`config.mk`:
```
export PLATFORM = sky130hd
export DESIGN_NAME = shift_add_multiplier
export DESIGN_NICKNAME = d
export VERILOG_FILES = /design/src/rtl/shift_add_multiplier.sv
export SDC_FILE = /design/constraint.sdc
export NUM_CORES = 1
export LEC_CHECK = 0
export CELL_PAD_IN_SITES_DETAIL_PLACEMENT = 1
export CELL_PAD_IN_SITES_GLOBAL_PLACEMENT = 2
export CORE_ASPECT_RATIO = 0.75
export CORE_MARGIN = 2
export CORE_UTILIZATION = 32
export CTS_CLUSTER_SIZE = 12
export DETAILED_ROUTE_END_ITERATION = 6
export GPL_TIMING_DRIVEN = 0
export PLACE_DENSITY = 0.8
export SETUP_SLACK_MARGIN = 0.3
export SYNTH_ARGS = -nofsm -noshare
export SYNTH_HDL_FRONTEND = slang
export SYNTH_SLANG_ARGS = --single-unit
```
`constraint.sdc`:
```
create_clock -name clock -period 2.8 [get_ports clock]
set_clock_uncertainty 0.2 [all_clocks]
set_input_delay 0.84 -clock clock [delete_from_list [all_inputs] [get_ports clock]]
set_output_delay 0.84 -clock clock [all_outputs]
set_load 0.05 [all_outputs]
```
`src/rtl/shift_add_multiplier.sv`:
```
// Sequential shift-and-add unsigned multiplier: one partial product per cycle, WIDTH cycles per multiply.
// Latency WIDTH cycles from accepted start to the load strobe; start is ignored unless idle.
module shift_add_multiplier #(
  parameter int WIDTH = 16
) (
  input  logic                 clock,
  input  logic                 reset,
  input  logic                 start,
  input  logic [WIDTH-1:0]     a,
  input  logic [WIDTH-1:0]     b,
  output logic                 busy,
  output logic                 load,
  output logic [2*WIDTH-1:0]   product
);

  localparam int CW = (WIDTH > 1) ? $clog2(WIDTH) : 1;

  typedef enum logic [1:0] {
    S_IDLE = 2'd0,
    S_RUN  = 2'd1,
    S_DONE = 2'd2
  } state_t;

  state_t               r_state;
  state_t               w_next;
  logic [2*WIDTH-1:0]   r_mcand;
  logic [WIDTH-1:0]     r_mplier;
  logic [2*WIDTH-1:0]   r_acc;
  logic [CW-1:0]        r_cnt;
  logic [2*WIDTH-1:0]   r_product;
  logic [2*WIDTH-1:0]   w_sum;
  logic                 w_last;

  assign w_sum   = r_acc + (r_mplier[0] ? r_mcand : '0);
  assign w_last  = (r_cnt == CW'(WIDTH - 1));
  assign product = r_product;

  always_ff @(posedge clock or negedge reset) begin
    if (!reset) begin
      r_state <= S_IDLE;
    end else begin
      r_state <= w_next;
    end
  end

  always_comb begin
    w_next = r_state;
    case (r_state)
      S_IDLE:  if (start) w_next = S_RUN;
      S_RUN:   if (w_last) w_next = S_DONE;
      S_DONE:  w_next = S_IDLE;
      default: w_next = S_IDLE;
    endcase
  end

  always_comb begin
    busy = 1'b0;
    load = 1'b0;
    case (r_state)
      S_RUN:   busy = 1'b1;
      S_DONE:  load = 1'b1;
      default: ;
    endcase
  end

  // The final iteration's sum goes straight into product so the strobe and data line up in DONE.
  always_ff @(posedge clock or negedge reset) begin
    if (!reset) begin
      r_mcand   <= '0;
      r_mplier  <= '0;
      r_acc     <= '0;
      r_cnt     <= '0;
      r_product <= '0;
    end else begin
      case (r_state)
        S_IDLE: begin
          if (start) begin
            r_mcand  <= {{WIDTH{1'b0}}, a};
            r_mplier <= b;
            r_acc    <= '0;
            r_cnt    <= '0;
          end
        end
        S_RUN: begin
          r_acc    <= w_sum;
          r_mcand  <= r_mcand << 1;
          r_mplier <= r_mplier >> 1;
          r_cnt    <= r_cnt + CW'(1);
          if (w_last) r_product <= w_sum;
        end
        default: ;
      endcase
    end
  end

endmodule

```
-- Word level (Yosys, flattened, before mapping)
Index checks and enable logic that the tools add are counted.
- reduce and logical (&&, ||, !) cells: 5
- add/sub/neg operators: 2
- equal/unequal tests: 5
- multiplexer cells: 14
- operator list (kind ; count):
    32-bit one-hot mux with 2 select lines ; 2
    32-bit two-way mux ; 3
    32-bit adder ; 1
    16-bit one-hot mux with 2 select lines ; 1
    16-bit two-way mux ; 1
    4-bit one-hot mux with 2 select lines ; 1
    2-bit AND reduction ; 3
    4-bit by 1-bit adder with 4-bit output, second input constant ; 1
    4-bit equality test, second input constant ; 1
    2-bit two-way mux ; 2
    4-bit two-way mux ; 1
    2-bit inequality test, second input constant ; 2
    2-bit one-hot mux with 2 select lines ; 1
    2-bit by 1-bit equality test with 1-bit output, second input constant ; 1
    2-bit equality test, second input constant ; 1
    2-bit logical NOT ; 1
    1-bit two-way mux ; 2
    2-bit nonzero test ; 1
- register bits: 118
- word-level logic and storage cells: 32
- output and inout bits: 34

-- Logic depth before layout (Yosys ltp)
- depth after elaboration: 3
- gate-level depth with buffers: 12

-- Worst setup path before layout
No wires, ideal clock.
- path kind: register -> register
- start: register r_mplier[0]
- end: register r_product[16], in the netlist product[16]
- stages on the path, launching flop included: 12
- path slack: 0.054 ns
- required time: 2.475 ns
- path buffers: 1
- data arrival time: 2.422 ns
- cell sequence: dfrtp_1 -> clkbuf_1 -> and2_1 -> ha_1 -> a21oi_2 -> o221ai_2 -> nand3_2 -> o311a_1 -> nor3_2 -> nor2_1 -> xnor2_1 -> mux2_2
- longest elaborated chain between the ends: 2
- ends and longest elaborated chain (element ; line ; RTL):
    start: declaration ; 27 ; logic [WIDTH-1:0] r_mplier;
    start signal: assignment ; 87 ; r_mplier <= r_mplier >> 1;
    32-bit two-way mux ; 34 ; assign w_sum = r_acc + (r_mplier[0] ? r_mcand : '0);
    32-bit adder ; 34 ;
    end signal: assignment ; 89 ; if (w_last) r_product <= w_sum;
    end: declaration ; 30 ; logic [2*WIDTH-1:0] r_product;
No other way between the ends.
A chain may end at the register's enable or synchronous reset.

-- Final worst setup path
- start: register r_mplier[0]
- end: register r_product[31], in the netlist product[31]
Same word-level chain as after synthesis.

==> metrics.cfg <==
[synth]
yosys_most_used_dff=dfrtp_1
post-synth-top-area-fraction_pct=44.35
synth_enable_flop_cells=0
synth_largest_area_cell=dfrtp_1
netlist_top_cells_count=nand2_1 (127), dfrtp_1 (118), a21oi_1 (66)
seq_area_frac_synth_pct=44.35
synth.cell_area_um2=6658
synth_most_common_cell=nand2_1
synth_warnings=0
mean_instance_size_in_the_synthesized_netlist_um2=9.247
ys_top_cells_by_area=dfrtp_1 (44%), nand2_1 (7.2%), ha_1 (6.0%)
post_synth_num_cell_types=55
synth_fp_nets=788
ys_ff_latch=118
async_flop_share_pct=100.0
gate_count_after_technology_mapping=720

[grt]
grt_antenna_before_repair=0
global_route_wire_length_before_repair_um=34370
global_route.overflow_total=0
grt_max_degree=99
grt_util_all_layers_pct=20.13
grt_pass1_vias=6362

[sta]
final-setup-viol-count=25
hold_viol=0
achievable-frequency_ghz=0.3409
layout_setup_ws_ps=-133.1
fin_crit_sh_pct=104.8
period_minus_slack_ps=2933
report.final.slew_viol_count=0
tightestPinTransition_ps=618.6
final.hold.worst_slack_ps=60.19
rsz0062_at_grt=true
slew_headroom_pct=58.76

[worst_setup_path]
stage_delay_of_the_slowest_cell_on_the_critical_path_ps=470
critical_path.reg2reg.endpoint=product[31]$_DFFE_PN0P_
worstSetupPathType=reg2reg
timing.critical_path.fanout_max=10
cp.arrival_ps=3030
rr_worst_depth=11
cpLargestDelayFamily=compound AO/OA/AOI/OAI gates
reg2reg_slack_ps=-130
rr_startpoint=r_mplier[0]$_DFFE_PN0P_
path_cells=buf_4, and2_1, ha_1, buf_4, a21o_1, a211oi_2, o21ai_2, a31oi_4, o41ai_4, xnor2_1, mux2_2
worst_setup_path_end_kind=flop
start_kind=flop
worst_ep_required_time_ps=2900
critical_path.slowest_cell=dfrtp_2
cp_common_cell=buf_4
cp.buffers_inverters=2

[cts]
clock_insertion_delay_worst_skew_ps=420
cts.hold.buffers_added=0
clk_root_buffer_cell=clkbuf_16
clock_path_buffers=2
cts-htree-levels=4
tritoncts_num_sinks=118
clock_tree_from_tritoncts=built
clock_transition_at_the_registers_of_the_reported_paths_ps=60
cts_made_buffers=17

[place]
dpl.cell_count=1071
place.detailed.hpwl_um=14780
finalWeightedCongestion=0.8500
preCtsSetupSlack_ps=-560.1
quantity_of_i_o_buffers_inserted_on_ports=68

[power]
power.ir.vdd_worst_mv=0.5114
p_per_area_nw_per_um2=1049
cellLeakagePower_uw=0.004307

[detailed_routing]
wire_length_reported_by_the_detailed_router_um=21290
vias=5840
detailed_route_wire_length_per_cell_um=18.98
number_of_search_and_repair_iterations_in_the_first_detailed_routing_pass=4
route.antenna.remaining_nets=0
vias_per_cell=5.205
count_of_unresolved_drc_violations_after_routing=0
detail_route.iter0.violations=337

[finish]
sequential_cell_area_um2=2955
antenna_cells=0
nets=900
multiInputGateArea_um2=4368
layout-drive-gt1-share_pct=25.48
n_fill_cell=2207
area_growth_syn_to_layout_pct=41.68
instances_no_fill=1122

[die]
die_height_um=128.9
io_pins=69
start_util_pct=32.75
fp.dieArea_um2=21990
placeableCoreArea_um2=20330
die_x_um=170.6
rows=45

[hold_path]
hold_class=in2async

[run]
max_cap_viol_count=0

[status]
result_of_the_run=finished with violations
failed_checks=setup timing

==> per-layer routing <==
| metal | global-route usage, % | routed length, um | vias to the layer above |
|---|---|---|---|
| met1 | 27.85 | 10210 | 2943 |
| li1 | - | - | 2776 |
| met2 | 32.44 | 10020 | 101 |
| met5 | 0 | 0 | - |
| met4 | 5.279 | 249 | 0 |
| met3 | 3.876 | 816 | 20 |
==> state kept, by name, indices dropped and copies added, names as in the netlist <==
signal and count:
r_state 2, r_mcand 32, r_acc 32, product 32, r_cnt 4, r_mplier 16
==> layout by cell type, fill, tap and decap left out, drive strengths merged, types with 7 or more instances in the layout <==
master / instances
clkbuf: 52
dfrtp: 118
buf: 41
xor2: 14
o21ai: 71
nand3: 8
mux2: 8
dlygate4sd2: 31
and2: 31
a21oi: 70
nand4: 7
nand2: 128
inv: 11
a22o: 42
nor2: 25
clkdlybuf4s50: 33
and3b: 30
xnor2: 16
ha: 32
==> timing repair <==
action | in CTS | in global routing
setup endpoints to repair | 108 | 96
resized for setup | 148 | 62
buffers inserted | 11 | 13
pin swaps | 19 | 14
==> area by class of cell <==
| type | count | area share (%) |
|---|---|---|
| multi-input cells | 548 | 46.31 |
| flip-flops and latches | 118 | 31.33 |
| repair buffers | 93 | 9.192 |
| clock buffers | 22 | 5.133 |
| well taps | 282 | 3.741 |
| plain buffers | 43 | 2.984 |
| clock inverters | 5 | 0.7959 |
| inverters | 11 | 0.5173 |
==> logic make-up (layout without fill, tap and decap cells) <==
group                      Yosys count  count (layout)  synth area share (%)
AOI/OAI and AO/OA                  224             224                 21.52
xor gates and xnor gates            30              30                 3.947
adders and majority gates           33              33                 6.315
buffers and inverters               54             174                 3.139
DFF                                118             118                 44.35
muxes                                8               8                 1.353
and+or+nand+nor                    253             253                 19.38
==> power by group <==
group	switching, uW	total [uW]	internal (uW)
logic	2910	4850	1940
clock network	759	2130	1370
registers	523	2920	2390
total	4190	9900	5710
==> worst max path at each step <==
stage               cells after the start                 endpoint                     from  slack [ps]
global placement                        1  product[22]$_DFFE_PN0P_                    reset       -4000
floorplan                              11  product[16]$_DFFE_PN0P_  r_mplier[0]$_DFFE_PN0P_         180
global route                           12  product[25]$_DFFE_PN0P_  r_mplier[0]$_DFFE_PN0P_        -250
finish                                 11  product[31]$_DFFE_PN0P_  r_mplier[0]$_DFFE_PN0P_        -130
detailed placement                      5                     load   r_state[0]$_DFFE_PN0P_        -560
CTS                                    11  product[31]$_DFFE_PN0P_  r_mplier[0]$_DFFE_PN0P_        -140
==> metrics by stage <==
stage	cell area [um2]	utilization, %	TNS (ps)	power [uW]
after floorplan	6874	-	0	5819
after global placement	7908	38.90	-482400	6996
after detailed placement	7936	39.05	-16330	7128
after CTS	9045	44.50	-1107	9623
after global routing	9433	46.41	-4874	10540
final	9433	46.41	-1486	9899
(Power assumes the default switching activity.)
